--- config.mk ---
export PLATFORM = sky130hd
export DESIGN_NAME = fme_sched
export DESIGN_NICKNAME = d
export VERILOG_FILES = /design/src/rtl/fme_pkg.sv /design/src/rtl/fme_job_fifo.sv /design/src/rtl/fme_sched.sv
export SDC_FILE = /design/constraint.sdc
export NUM_CORES = 1
export LEC_CHECK = 0
export BUFFER_PORTS_ARGS = -buffer_cell sky130_fd_sc_hd__buf_2
export CAP_MARGIN = 10
export CORE_MARGIN = 1.5
export CORE_UTILIZATION = 30
export CTS_CLUSTER_DIAMETER = 50
export DETAILED_ROUTE_END_ITERATION = 6
export SKIP_LAST_GASP = 1
export SLEW_MARGIN = 15
export SYNTH_ARGS = -nofsm -noshare
export SYNTH_HDL_FRONTEND = slang
export SYNTH_SLANG_ARGS = --single-unit
export TNS_END_PERCENT = 10
--- constraint.sdc ---
create_clock -name clk -period 1.9 [get_ports clk]
set_input_delay 0.095 -clock clk [delete_from_list [all_inputs] [get_ports clk]]
set_output_delay 0.095 -clock clk [all_outputs]
set_load 0.02 [all_outputs]
--- src/rtl/fme_pkg.sv ---
// Shared types and constants for the fractional motion estimation sequencer.
package fme_pkg;

   typedef enum logic [2:0] {
      IDLE,
      HALF,
      SATD_H,
      QUAT,
      SATD_Q,
      OUT
   } fme_state_t;

   localparam int NCAND = 9;
   localparam int CENTRE_IDX = 4;

   localparam logic SATD_SEL_HALF = 1'b0;
   localparam logic SATD_SEL_QUAT = 1'b1;

endpackage

--- src/rtl/fme_job_fifo.sv ---
// Synchronous job queue of integer-pel positions.
module fme_job_fifo #(
   parameter int W     = 8,
   parameter int DEPTH = 4
) (
   input  logic         clk,
   input  logic         rst,
   input  logic         wr_en,
   input  logic [W-1:0] wr_data,
   input  logic         rd_en,
   output logic [W-1:0] rd_data,
   output logic         full,
   output logic         empty
);

   localparam int AW = $clog2(DEPTH);

   logic [W-1:0] mem [DEPTH];
   logic [AW:0]  wr_ptr;
   logic [AW:0]  rd_ptr;

   // Extra pointer bit tells full from empty when the indices match.
   assign empty = (wr_ptr == rd_ptr);
   assign full  = (wr_ptr[AW] != rd_ptr[AW]) &&
                  (wr_ptr[AW-1:0] == rd_ptr[AW-1:0]);
   assign rd_data = mem[rd_ptr[AW-1:0]];

   always_ff @(posedge clk) begin
      if (wr_en && !full)
         mem[wr_ptr[AW-1:0]] <= wr_data;
   end

   always_ff @(posedge clk) begin
      if (rst) begin
         wr_ptr <= '0;
         rd_ptr <= '0;
      end else begin
         if (wr_en && !full)
            wr_ptr <= wr_ptr + (AW+1)'(1);
         if (rd_en && !empty)
            rd_ptr <= rd_ptr + (AW+1)'(1);
      end
   end

endmodule

--- src/rtl/fme_sched.sv ---
// Job sequencer: half interp, half SATD, quarter gen, quarter SATD,
// with per-stage watchdogs and a valid/ready result record.
module fme_sched #(
   parameter int POS_W  = 8,
   parameter int IDX_W  = 4,
   parameter int NCAND  = fme_pkg::NCAND,
   parameter int QDEPTH = 4,
   parameter int TMO    = 255,
   parameter int TMO_W  = 8
) (
   input  logic             clk,
   input  logic             rst,
   input  logic             job_valid,
   output logic             job_ready,
   input  logic [POS_W-1:0] job_pos,
   output logic [POS_W-1:0] cur_pos,
   output logic             half_start,
   input  logic             half_done,
   output logic             satd_start,
   output logic             satd_sel,
   input  logic             satd_done,
   input  logic [IDX_W-1:0] satd_best,
   output logic             quat_en,
   output logic             res_valid,
   input  logic             res_ready,
   output logic [POS_W-1:0] res_pos,
   output logic [IDX_W-1:0] res_half_best,
   output logic [IDX_W-1:0] res_quat_best,
   output logic             res_err,
   output logic             busy
);

   import fme_pkg::*;

   localparam logic [IDX_W-1:0] CTR = IDX_W'(CENTRE_IDX);

   fme_state_t       state;
   logic [TMO_W-1:0] wdog;
   logic [POS_W-1:0] fifo_rd;
   logic             fifo_full;
   logic             fifo_empty;
   logic             pop;
   logic             wdog_exp;
   logic             idx_bad;
   logic [IDX_W-1:0] idx_fix;

   assign job_ready = !fifo_full;
   assign pop       = (state == IDLE) && !fifo_empty;
   assign busy      = (state != IDLE) || !fifo_empty;
   assign wdog_exp  = (wdog == TMO_W'(TMO - 1));
   assign idx_bad   = (satd_best >= IDX_W'(NCAND));
   assign idx_fix   = idx_bad ? CTR : satd_best;

   fme_job_fifo #(
      .W     (POS_W),
      .DEPTH (QDEPTH)
   ) u_fifo (
      .clk     (clk),
      .rst     (rst),
      .wr_en   (job_valid && job_ready),
      .wr_data (job_pos),
      .rd_en   (pop),
      .rd_data (fifo_rd),
      .full    (fifo_full),
      .empty   (fifo_empty)
   );

   always_ff @(posedge clk) begin
      if (rst) begin
         state         <= IDLE;
         wdog          <= '0;
         cur_pos       <= '0;
         half_start    <= 1'b0;
         satd_start    <= 1'b0;
         satd_sel      <= SATD_SEL_HALF;
         quat_en       <= 1'b0;
         res_valid     <= 1'b0;
         res_pos       <= '0;
         res_half_best <= '0;
         res_quat_best <= '0;
         res_err       <= 1'b0;
      end else begin
         half_start <= 1'b0;
         satd_start <= 1'b0;
         quat_en    <= 1'b0;
         unique case (state)
            IDLE: begin
               if (pop) begin
                  cur_pos       <= fifo_rd;
                  res_pos       <= fifo_rd;
                  res_err       <= 1'b0;
                  // Centre is the fallback for any pass that never reports.
                  res_half_best <= CTR;
                  res_quat_best <= CTR;
                  half_start    <= 1'b1;
                  wdog          <= '0;
                  state         <= HALF;
               end
            end
            HALF: begin
               if (half_done) begin
                  satd_sel   <= SATD_SEL_HALF;
                  satd_start <= 1'b1;
                  wdog       <= '0;
                  state      <= SATD_H;
               end else if (wdog_exp) begin
                  res_err   <= 1'b1;
                  res_valid <= 1'b1;
                  state     <= OUT;
               end else begin
                  wdog <= wdog + TMO_W'(1);
               end
            end
            SATD_H: begin
               if (satd_done) begin
                  res_half_best <= idx_fix;
                  if (idx_bad)
                     res_err <= 1'b1;
                  quat_en <= 1'b1;
                  state   <= QUAT;
               end else if (wdog_exp) begin
                  res_err   <= 1'b1;
                  res_valid <= 1'b1;
                  state     <= OUT;
               end else begin
                  wdog <= wdog + TMO_W'(1);
               end
            end
            QUAT: begin
               satd_sel   <= SATD_SEL_QUAT;
               satd_start <= 1'b1;
               wdog       <= '0;
               state      <= SATD_Q;
            end
            SATD_Q: begin
               if (satd_done) begin
                  res_quat_best <= idx_fix;
                  if (idx_bad)
                     res_err <= 1'b1;
                  res_valid <= 1'b1;
                  state     <= OUT;
               end else if (wdog_exp) begin
                  res_err   <= 1'b1;
                  res_valid <= 1'b1;
                  state     <= OUT;
               end else begin
                  wdog <= wdog + TMO_W'(1);
               end
            end
            OUT: begin
               if (res_ready) begin
                  res_valid <= 1'b0;
                  state     <= IDLE;
               end
            end
            default: state <= IDLE;
         endcase
      end
   end

endmodule

---- Word level (Yosys, flattened, before mapping) ----
Memories as Yosys holds them, arrays and structs flattened. A register that Yosys moved wholly into a read port is not among the register bits.
Cells that the tools add are included.
cells by class
  reductions and logical operators ........ 27
  muxes and demuxes ....................... 37
  magnitude comparators ................... 1
  equal/unequal tests ..................... 18
  $add $sub $neg .......................... 3
  bitwise logic cells ..................... 2
operators by type and width
  operator             number
  $mux 8               4
  $pmux 8 s4           1
  $mux 3               6
  $pmux 3 s6           1
  $mux 1               16
  $pmux 4 s2           2
  $ne 2x2->1 const B   7
  $mux 4               3
  $reduce_and 3->1     3
  $add 8x1->8 const B  1
  $eq 8x8->1 const B   1
  $reduce_and 4->1     2
  $reduce_bool 4->1    2
  $add 3x1->3 const B  2
  $eq 3x2->1 const B   2
  $eq 3x3->1 const B   2
  $reduce_and 2->1     3
  $reduce_bool 2->1    3
  $reduce_bool 3->1    2
  $reduce_or 2->1      3
  $logic_and 1x1->1    5
  $ge 4x4->1 const B   1
  $pmux 1 s2           2
  $pmux 1 s4           1
  11 further kinds     13
word-level totals
  bits in writable memories ............... 32
  bits of input ports ..................... 18
  logic and storage cells ................. 101
  memories ................................ 1
  output and inout bits ................... 32
  flip-flop bits (word level) ............. 31
memories
  name        words  width  read ports  clocked after Yosys merged registers in  write ports  line                text
  u_fifo.mem  4      8      1           1                                        1            fme_job_fifo.sv:18  logic [W-1:0] mem [DEPTH];

---- Longest topological paths before layout ----
Gate-level depths: netlist of run 1.
  word-level depth ........................ 7
  depth in mapped cells ................... 6
  mapped depth without buffers ............ 6

---- By module ----
A second synthesis of run 1 with hierarchy kept.
unflattened totals
  cell total of the unflattened synthesis .. 324
  area total of the unflattened synthesis .. 3,450.8 um^2
modules (own cells, without submodules)
  module        times used  sequential area each (um^2)  cells an instance  area each (um^2)
  fme_job_fifo  1           1,121.1                      110                1,731.7
  fme_sched     1           660.6                        214                1,719.1

---- Least setup slack after synthesis of run 1 ----
No wires, ideal clock.
  path kind ............................... reg2reg
  start ................................... reg u_fifo.rd_ptr[0]
  end ..................................... mem u_fifo.mem[3][0], enable pin
  data arrival time ....................... 1,303 ps
  slack ................................... 262 ps
  required time ........................... 1,565 ps
  cell stages (with the launch flop) ...... 5
  clock period less this slack ............ 1,638 ps
  path buffers ............................ 1
  library setup time ...................... 335 ps
  cells stage by stage .................... dfxtp_1 buf_6 xor2_2 o31a_1 and2_1
on the way
  cells in the longest elaborated chain, start to end .. 7
ends and longest elaborated chain
  element                         line                                 text
  start: declaration              fme_job_fifo.sv:20                   logic [AW:0] rd_ptr;
  start signal: assignment        fme_job_fifo.sv:41                   rd_ptr <= rd_ptr + (AW+1)'(1);
  $eq 2x2->1 *                    fme_job_fifo.sv:25                   (wr_ptr[AW-1:0] == rd_ptr[AW-1:0]);
  $logic_and 1x1->1 *             fme_job_fifo.sv:24                   assign full = (wr_ptr[AW] != rd_ptr[AW]) &&
  $logic_not 1->1 *               fme_job_fifo.sv:29, fme_sched.sv:47
  $logic_and 1x1->1               fme_sched.sv:60                      .wr_en (job_valid && job_ready),
  $logic_and 1x1->1 *             fme_job_fifo.sv:29                   if (wr_en && !full)
  $mux 1 *                        fme_job_fifo.sv:29
  $mux 1 (implied by the code) *  fme_job_fifo.sv:30                   mem[wr_ptr[AW-1:0]] <= wr_data;
  end: declaration                fme_job_fifo.sv:18
Mark *: on every way between the ends. The rest lies on a longest branch, timed or not.

---- Final worst setup path of run 1 ----
  start ................................... reg state[0]
  end ..................................... out busy
on the way
  cells in the longest elaborated chain, start to end .. 2
ends and longest elaborated chain
  element                   line              text
  start: declaration        fme_sched.sv:37   fme_state_t state;
  start signal: assignment  fme_sched.sv:70   state <= IDLE;
  start signal: assignment  fme_sched.sv:97   state <= HALF;
  start signal: assignment  fme_sched.sv:105  state <= SATD_H;
  $reduce_bool 3->1         fme_sched.sv:49   assign busy = (state != IDLE) || !fifo_empty;
  $logic_or 1x1->1          fme_sched.sv:49
  end: declaration          fme_sched.sv:30   output logic busy
Every way passes these cells.

==> metrics.md, run 1 <==
| Metric | Value |
|---|---|
| Global-route wire length before repair | `11900 um` |
| Post-synthesis adder-cell area fraction | `2.65%` |
| Total Power | `4.99 mW` |
| Placed insts | `474` |
| Path depth of the worst reg2reg path | `7` |
| Clock transition at path regs | `0.08 ns` |
| Worst stage delay on the critical path | `0.41 ns` |
| DR WL/cell | `14.1 um` |
| Required time reported for the critical path endpoint | `1.80 ns` |
| HP Class | `in -> reg` |
| Worst VDD drop | `0.570 mV` |
| Non-filler cells, final | `498` |
| Logic depth of the worst setup path including buffers | `5` |
| Global-route layer with the greatest usage | `met2` |
| Min-delay src | `satd_best[0]` |
| Max Buffers Root-to-Sink | `2` |
| Portion of the post-synthesis area used by sequential elements | `52.8%` |
| Count of fill cells added during filler insertion | `1059` |
| Residual antenna-violating net count after detailed routing | `0` |
| FF+latch count, synth | `71` |
| Number of top-level pins | `50` |
| Die footprint | `0.0116 mm2` |
| Worst Hold Slack | `0.0336 ns` |
| Final worst-path cycle share | `92.3%` |
| Ys async rst share | `0%` |
| Instance count along the most critical hold path | `3` |
| Worst setup slack after placement | `0.170 ns` |
| GRT met1 Usage | `16.1%` |
| Source of the worst register-to-register timing path | `wdog[0]` |
| Distinct cell type count after synthesis | `52` |
| Worst-case clock skew | `0.0108 ns` |
| Number of synthesized flops with an enable pin | `32` |
| Slew headroom | `66.5%` |
| Library cell used as clock root buffer | `sky130_fd_sc_hd__clkbuf_8` |
| Post-synthesis mux area share | `8.49%` |
| Average instance area after synthesis | `11.4 um2` |
| Number of antenna diodes | `0` |
| Post-synthesis instance area | `0.00330 mm2` |
| Clock latency reported for the late side of the worst-skew pair | `0.36 ns` |
| Clock tree from TritonCTS | `built` |
| Pin slew with the least headroom to its limit | `0.502 ns` |
| Post-synthesis net count | `314` |
| Share of layout cells above drive strength 1 | `30.7%` |
| Remaining global-route overflow | `0` |
| Number of clock buffers inserted by TritonCTS | `9` |
| Gate count after technology mapping | `289` |
| Slowest-stage cell, CP | `sky130_fd_sc_hd__dfxtp_2` |
| Global router's overall resource usage | `13.3%` |
| Largest delay share family, worst path | `simple AND/OR/NAND/NOR gates` |
| Die Y-Extent | `108 um` |
| Drt total wl | `7020 um` |
| Number of antenna violations at the first check in global routing | `0` |
| Maximum level of the CTS H-tree | `3` |
| Number of global-route vias before repair | `2460` |
| XOR/XNOR Fraction of Synth Area | `2.58%` |
| Worst-path fanout max | `15` |
| Post-synthesis compound-gate area fraction | `12.3%` |
| Power Dens Cells | `1240 mW/mm2` |
| Nature of the critical path startpoint | `register` |
| Status | `finished clean` |
| Number of setup violations in the final report | `0` |
| First-pass detailed-route iteration total | `4` |
| Worst Path Class, Setup | `reg -> out` |
| Area of all placed cells without fillers | `0.00403 mm2` |
| Main synth FF type | `sky130_fd_sc_hd__dfxtp_1` |
| Fin crit period | `1.75 ns` |
| Layout Utilization | `37.3%` |
| Synth Area in Simple Gates | `15.5%` |
| Worst path arrival time | `1.66 ns` |
| Worst path buffer plus inverter count | `3` |
| Post-CTS setup buffer count | `0` |
| Main combinational cell family by area after synthesis | `simple AND/OR/NAND/NOR gates` |
| Routability cong. | `0.798` |
| Number of design-rule violations left by the first detailed-router iteration | `77` |
| Aggregate negative setup slack | `0 ns` |
| Net count, final | `378` |
| FP Rows | `38` |
| Final Max Tran Viols | `0` |
| Critical path startpoint | `state[0]` |
| Cell chain of the critical path | `nor3_4 -> nor4b_2 -> buf_4 -> inv_1 -> buf_2` |
| Effective utilization at floorplan | `30.6%` |
| Largest net degree at the start of global routing | `27` |
| Leakage power figure | `1.56 nW` |
| Number of warnings issued by yosys | `0` |
| Core outline area | `0.0108 mm2` |
| Number of buffers inserted by port buffering | `49` |
| Placed instance area | `0.00373 mm2` |
| Detailed-route vias per instance | `4.79` |
| Post-route DRC violation count | `0` |
| Placed wire-length estimate after detailed placement | `5000 um` |
| Met3 Use GR | `3.45%` |
| Count of clock tree sinks | `71` |
| Max Fclk | `0.570 GHz` |
| Width of the die | `108 um` |
| Worst Slack Setup Final | `0.146 ns` |
| Layout-stage area growth over the synthesis result | `22.0%` |
| Max-Cap Viols | `0` |
| Total vias in the final route | `2387` |
| Number of hold violations in the final report | `0` |
| Fraction of met2 tracks used by global routing | `22.6%` |
| Nature of the critical path endpoint | `output pin` |
layout make-up:
| class | instances | area, um2 | area share (%) |
|---|---|---|---|
| repair buffers | 78 | 483 | 12.0 |
| well taps | 140 | 175 | 4.35 |
| clock inverters | 7 | 77.6 | 1.93 |
| flip-flops and latches | 71 | 1750 | 43.5 |
| multi-input cells | 186 | 1390 | 34.5 |
| inverters | 7 | 26.3 | 0.652 |
| clock buffers | 9 | 124 | 3.08 |
worst paths after layout:
| check | end | slack, ns |
|---|---|---|
| worst max-delay path | busy | 0.15 |
| worst min-delay path | res_quat_best[0] | 0.03 |
| worst max register to register | res_valid | 0.18 |
| worst min register to register | res_quat_best[0] | 0.47 |
layer usage:
layer | part of all wire [%] | vias up
met5 | 0 | -
li1 | - | 1181
met4 | 2.0 | 0
met3 | 3.5 | 17
met2 | 49 | 42
met1 | 45 | 1147
cells in the mapped netlist, drive strengths merged (2+ instances only):
cell	count	area, um2
dfxtp	39	781
edfxtp	32	961
nor2	27	101
buf	19	139
o21ai	15	75.1
a21oi	14	70.1
mux2i	10	100
nand3	10	50.1
a211oi	8	60.1
mux4	8	180
ha	7	87.6
inv	7	26.3
nand2	7	26.3
and2	6	37.5
clkbuf	6	22.5
nand2b	6	37.5
nor3	6	30.0
a31oi	5	31.3
nor2b	5	31.3
o22ai	5	31.3
xor2	5	58.8
nand3b	4	30.0
o211ai	4	35.0
or2	3	18.8
or3	3	18.8
or4b	3	33.8
xnor2	3	26.3
nand4	2	12.5
nand4bb	2	22.5
nor3b	2	15.0
o31ai	2	20.0
sequential cells by signal, summed over array words and instances (netlist names):
register / cells
u_fifo.mem: 32
res_pos: 8
wdog: 8
res_half_best: 4
res_quat_best: 4
state: 3
u_fifo.rd_ptr: 3
u_fifo.wr_ptr: 3
half_start: 1
quat_en: 1
res_err: 1
res_valid: 1
satd_sel: 1
satd_start: 1
logic make-up after synthesis:
group,after synthesis
fa+ha+maj,7
xor+xnor,8
compound gates,62
mux,18
flops,71
simple gates,91
buf+inv,32
power breakdown:
part / leakage (nW) / switching [mW] / internal [mW]
sequential: 0.614 / 0.177 / 1.79
clock: 0.103 / 0.620 / 0.622
combinational: 0.845 / 0.990 / 0.789
timing repair:
item / 4_1_cts / 5_1_grt
endpoints found under the hold margin: 32 / 0
hold buffers: 8 / 0
setup endpoints to repair: 1 / 1
gates resized for setup: 1 / 8
cells in the final DEF, fill, tap and decap left out, types with 4 or more instances in the layout:
master / count
sky130_fd_sc_hd__a211oi_1: 8
sky130_fd_sc_hd__a21oi_1: 14
sky130_fd_sc_hd__nor2_1: 27
sky130_fd_sc_hd__ha_1: 7
sky130_fd_sc_hd__mux2i_1: 10
sky130_fd_sc_hd__nor2b_1: 5
sky130_fd_sc_hd__nand2_1: 7
sky130_fd_sc_hd__inv_1: 7
sky130_fd_sc_hd__buf_2: 49
sky130_fd_sc_hd__dlygate4sd3_1: 8
sky130_fd_sc_hd__o21ai_0: 15
sky130_fd_sc_hd__clkbuf_8: 9
sky130_fd_sc_hd__nand2b_1: 6
sky130_fd_sc_hd__edfxtp_1: 32
sky130_fd_sc_hd__nor3_1: 5
sky130_fd_sc_hd__buf_4: 21
sky130_fd_sc_hd__dfxtp_1: 32
sky130_fd_sc_hd__nand3_1: 10
sky130_fd_sc_hd__nand3b_1: 4
sky130_fd_sc_hd__o22ai_1: 5
sky130_fd_sc_hd__and2_1: 6
sky130_fd_sc_hd__dfxtp_2: 7
sky130_fd_sc_hd__a31oi_1: 5
sky130_fd_sc_hd__mux4_2: 8
sky130_fd_sc_hd__inv_6: 4
tightest hold or removal path, cell delays in order:
cell and delay (ns):
sky130_fd_sc_hd__buf_2 0.12, sky130_fd_sc_hd__nand3b_1 0.07, sky130_fd_sc_hd__a21oi_1 0.05
No activity file was read; power rests on OpenSTA's default activity.
==> run 2: changes to the inputs <==
PLACE_DENSITY = 0.47   (was unset)
RECOVER_POWER = 50   (was unset)
==> metrics.md, run 2 (synthesized netlist as in run 1, its figures left out) <==
| Metric | Value |
|---|---|
| Status | `finished clean` |
| Global-route layer with the greatest usage | `met2` |
| Worst stage delay on the critical path | `0.48 ns (+0.07 ns)` |
| Worst setup slack after placement | `0.187 ns (+0.0175 ns)` |
| Endpoint with the worst hold slack | `res_quat_best[0]` |
| Leakage power figure | `1.42 nW (-8.9%)` |
| Number of global-route vias before repair | `2305 (-6.3%)` |
| Instance count along the most critical hold path | `3 (unchanged)` |
| Flip-flop count of the largest register after layout | `32 (unchanged)` |
| Post-route DRC violation count | `0 (unchanged)` |
| Clock tree from TritonCTS | `built` |
| Slew headroom | `64.6% (-2.0 points)` |
| Register-to-register setup slack | `0.16 ns (-0.02 ns)` |
| Post-CTS setup buffer count | `0 (unchanged)` |
| Nature of the critical path startpoint | `register` |
| Min-delay src | `satd_best[0]` |
| Layout Utilization | `37.0% (-0.31 points)` |
| GRT met1 Usage | `16.5% (+0.38 points)` |
| Count of clock tree sinks | `71 (unchanged)` |
| Detailed-route vias per instance | `4.75 (-0.98%)` |
| Clock transition at path regs | `0.08 ns (about the same)` |
| Core outline area | `0.0108 mm2 (unchanged)` |
| Net count, final | `380 (+0.53%)` |
| Residual antenna-violating net count after detailed routing | `0 (unchanged)` |
| Worst-case clock skew | `0.00700 ns (-0.00381 ns)` |
| Number of antenna violations at the first check in global routing | `0 (unchanged)` |
| Share of layout cells above drive strength 1 | `18.6% (-12 points)` |
| Width of the die | `108 um (unchanged)` |
| Max-Cap Viols | `0 (unchanged)` |
| Fraction of met2 tracks used by global routing | `22.8% (+0.27 points)` |
| Worst path buffer plus inverter count | `3 (unchanged)` |
| Global router's overall resource usage | `13.4% (+0.10 points)` |
| Die footprint | `0.0116 mm2 (unchanged)` |
| DR WL/cell | `14.3 um (+1.3%)` |
| Library cell used as clock root buffer | `sky130_fd_sc_hd__clkbuf_8` |
| Remaining global-route overflow | `0 (unchanged)` |
| First-pass detailed-route iteration total | `4 (unchanged)` |
| Number of design-rule violations left by the first detailed-router iteration | `65 (-16%)` |
| Worst VDD drop | `0.610 mV (+7.1%)` |
| Worst Path Class, Setup | `reg -> out` |
| Number of antenna diodes | `0 (unchanged)` |
| Slowest-stage cell, CP | `sky130_fd_sc_hd__dfxtp_1` |
| Commonest cells after routing, fill and taps aside | `39 x sky130_fd_sc_hd__clkbuf_1, 39 x sky130_fd_sc_hd__dfxtp_1, 32 x sky130_fd_sc_hd__edfxtp_1` |
| Cell chain of the critical path | `nor3_4 -> nor4b_2 -> buf_4 -> inv_1 -> buf_2` |
| Met3 Use GR | `3.39% (-0.061 points)` |
| Worst-path fanout max | `14 (-1)` |
| Drt total wl | `7130 um (+1.7%)` |
| Number of top-level pins | `50 (unchanged)` |
| Number of buffers inserted by port buffering | `49 (unchanged)` |
| Number of setup violations in the final report | `0 (unchanged)` |
| Max Buffers Root-to-Sink | `2 (unchanged)` |
| Largest delay share family, worst path | `flip-flops` |
| Global-route wire length before repair | `11900 um (about the same)` |
| Layout-stage area growth over the synthesis result | `21.0%` |
| Number of hold violations in the final report | `0 (unchanged)` |
| Non-filler cells, final | `500 (+0.40%)` |
| Placed insts | `476 (+0.42%)` |
| Required time reported for the critical path endpoint | `1.80 ns (about the same)` |
| Count of fill cells added during filler insertion | `1098 (+3.7%)` |
| Fin crit period | `1.78 ns (+0.0296 ns)` |
| Source of the worst register-to-register timing path | `state[1]` |
| Reg-to-Reg End | `wdog[5]` |
| Routability cong. | `0.740 (-7.3%)` |
| Pin slew with the least headroom to its limit | `0.531 ns (+0.0293 ns)` |
| Power Dens Cells | `1240 mW/mm2 (-0.14%)` |
| Die Y-Extent | `108 um (unchanged)` |
| Final Max Tran Viols | `0 (unchanged)` |
| Maximum level of the CTS H-tree | `3 (unchanged)` |
| Total vias in the final route | `2373 (-0.59%)` |
| Nature of the critical path endpoint | `output pin` |
| Max Fclk | `0.561 GHz (-1.7%)` |
| Number of clock buffers inserted by TritonCTS | `9 (unchanged)` |
| Worst Slack Setup Final | `0.116 ns (-0.0296 ns)` |
| FP Rows | `38 (unchanged)` |
| Path depth of the worst reg2reg path | `4 (-3)` |
| Clock latency reported for the late side of the worst-skew pair | `0.34 ns (-0.02 ns)` |
| Effective utilization at floorplan | `30.6% (unchanged)` |
| HP Class | `in -> reg` |
| RSZ-0062 raised after global routing | `true` |
| Largest net degree at the start of global routing | `17 (-37%)` |
| Placed wire-length estimate after detailed placement | `5100 um (+1.8%)` |
| Worst path arrival time | `1.69 ns (+0.03 ns)` |
| Final worst-path cycle share | `93.9% (+1.6 points)` |
run 2: changes by cell type in the layout (fill, tap and decap cells not counted), sizes merged:
cell / delta
inv: -3
clkinv: +1
clkbuf: +39
buf: -36
clkinvlp: +1
run 2: what timing repair did:
action	in CTS	in global routing
hold endpoints to repair	32	0
gates cloned	0	0
resized for setup	1	1
endpoints found under the setup margin	1	1
hold buffers	8	0
run 2: worst max path at each step:
stage                     slack [ns]  cells past startpoint               end             start
after floorplan                 0.26                      4  u_fifo.mem[3][0]  u_fifo.rd_ptr[0]
after global placement          0.22                      4  u_fifo.mem[3][3]  u_fifo.rd_ptr[0]
after detailed placement        0.19                      5           wdog[0]          state[1]
after CTS                       0.05                      5              busy          state[0]
after global routing          -0.002                      5           wdog[5]          state[0]
final                           0.12                      5              busy          state[1]
run 2: stage by stage:
stage / setup TNS [ns] / area (um2) / hold slack [ns] / total power, mW
3_5_place_dp: 0 / 3750 / 0.315 / 3.82
4_1_cts: 0 / 4040 / 0.0161 / 5.06
6_report: 0 / 3990 / 0.0337 / 4.94
2_1_floorplan: 0 / 3300 / 0.194 / 3.34
3_3_place_gp: 0 / 3750 / 0.312 / 3.81
5_1_grt: -0.00220 / 3990 / 0.0207 / 5.29
run 2: worst reg2reg max path, cell delays in order (launching register included):
cell,delay [ns]
sky130_fd_sc_hd__dfxtp_1,0.66
sky130_fd_sc_hd__or4b_1,0.50
sky130_fd_sc_hd__o211ai_2,0.19
sky130_fd_sc_hd__o211ai_1,0.16
sky130_fd_sc_hd__a31oi_1,0.17
run 2: area by class of cell:
cell class / count / area [um2] / share of cell area [%]
inverters: 7 / 26.3 / 0.658
repair buffers: 80 / 463 / 11.6
clock buffers: 10 / 128 / 3.20
flip-flops and latches: 71 / 1740 / 43.6
clock inverters: 6 / 68.8 / 1.72
well taps: 140 / 175 / 4.39
multi-input cells: 186 / 1390 / 34.8
run 2: per-layer routing:
layer | part of all wire, % | up-vias
met5 | 0 | -
li1 | - | 1187
met4 | 1.2 | 0
met1 | 46 | 1135
met2 | 50 | 44
met3 | 3.4 | 7
run 2: report_power, final:
part | leakage (nW) | internal [mW] | switching, mW | total, mW
logic | 0.715 | 0.763 | 1.01 | 1.77
clock network | 0.0968 | 0.614 | 0.592 | 1.21
registers | 0.611 | 1.79 | 0.179 | 1.97
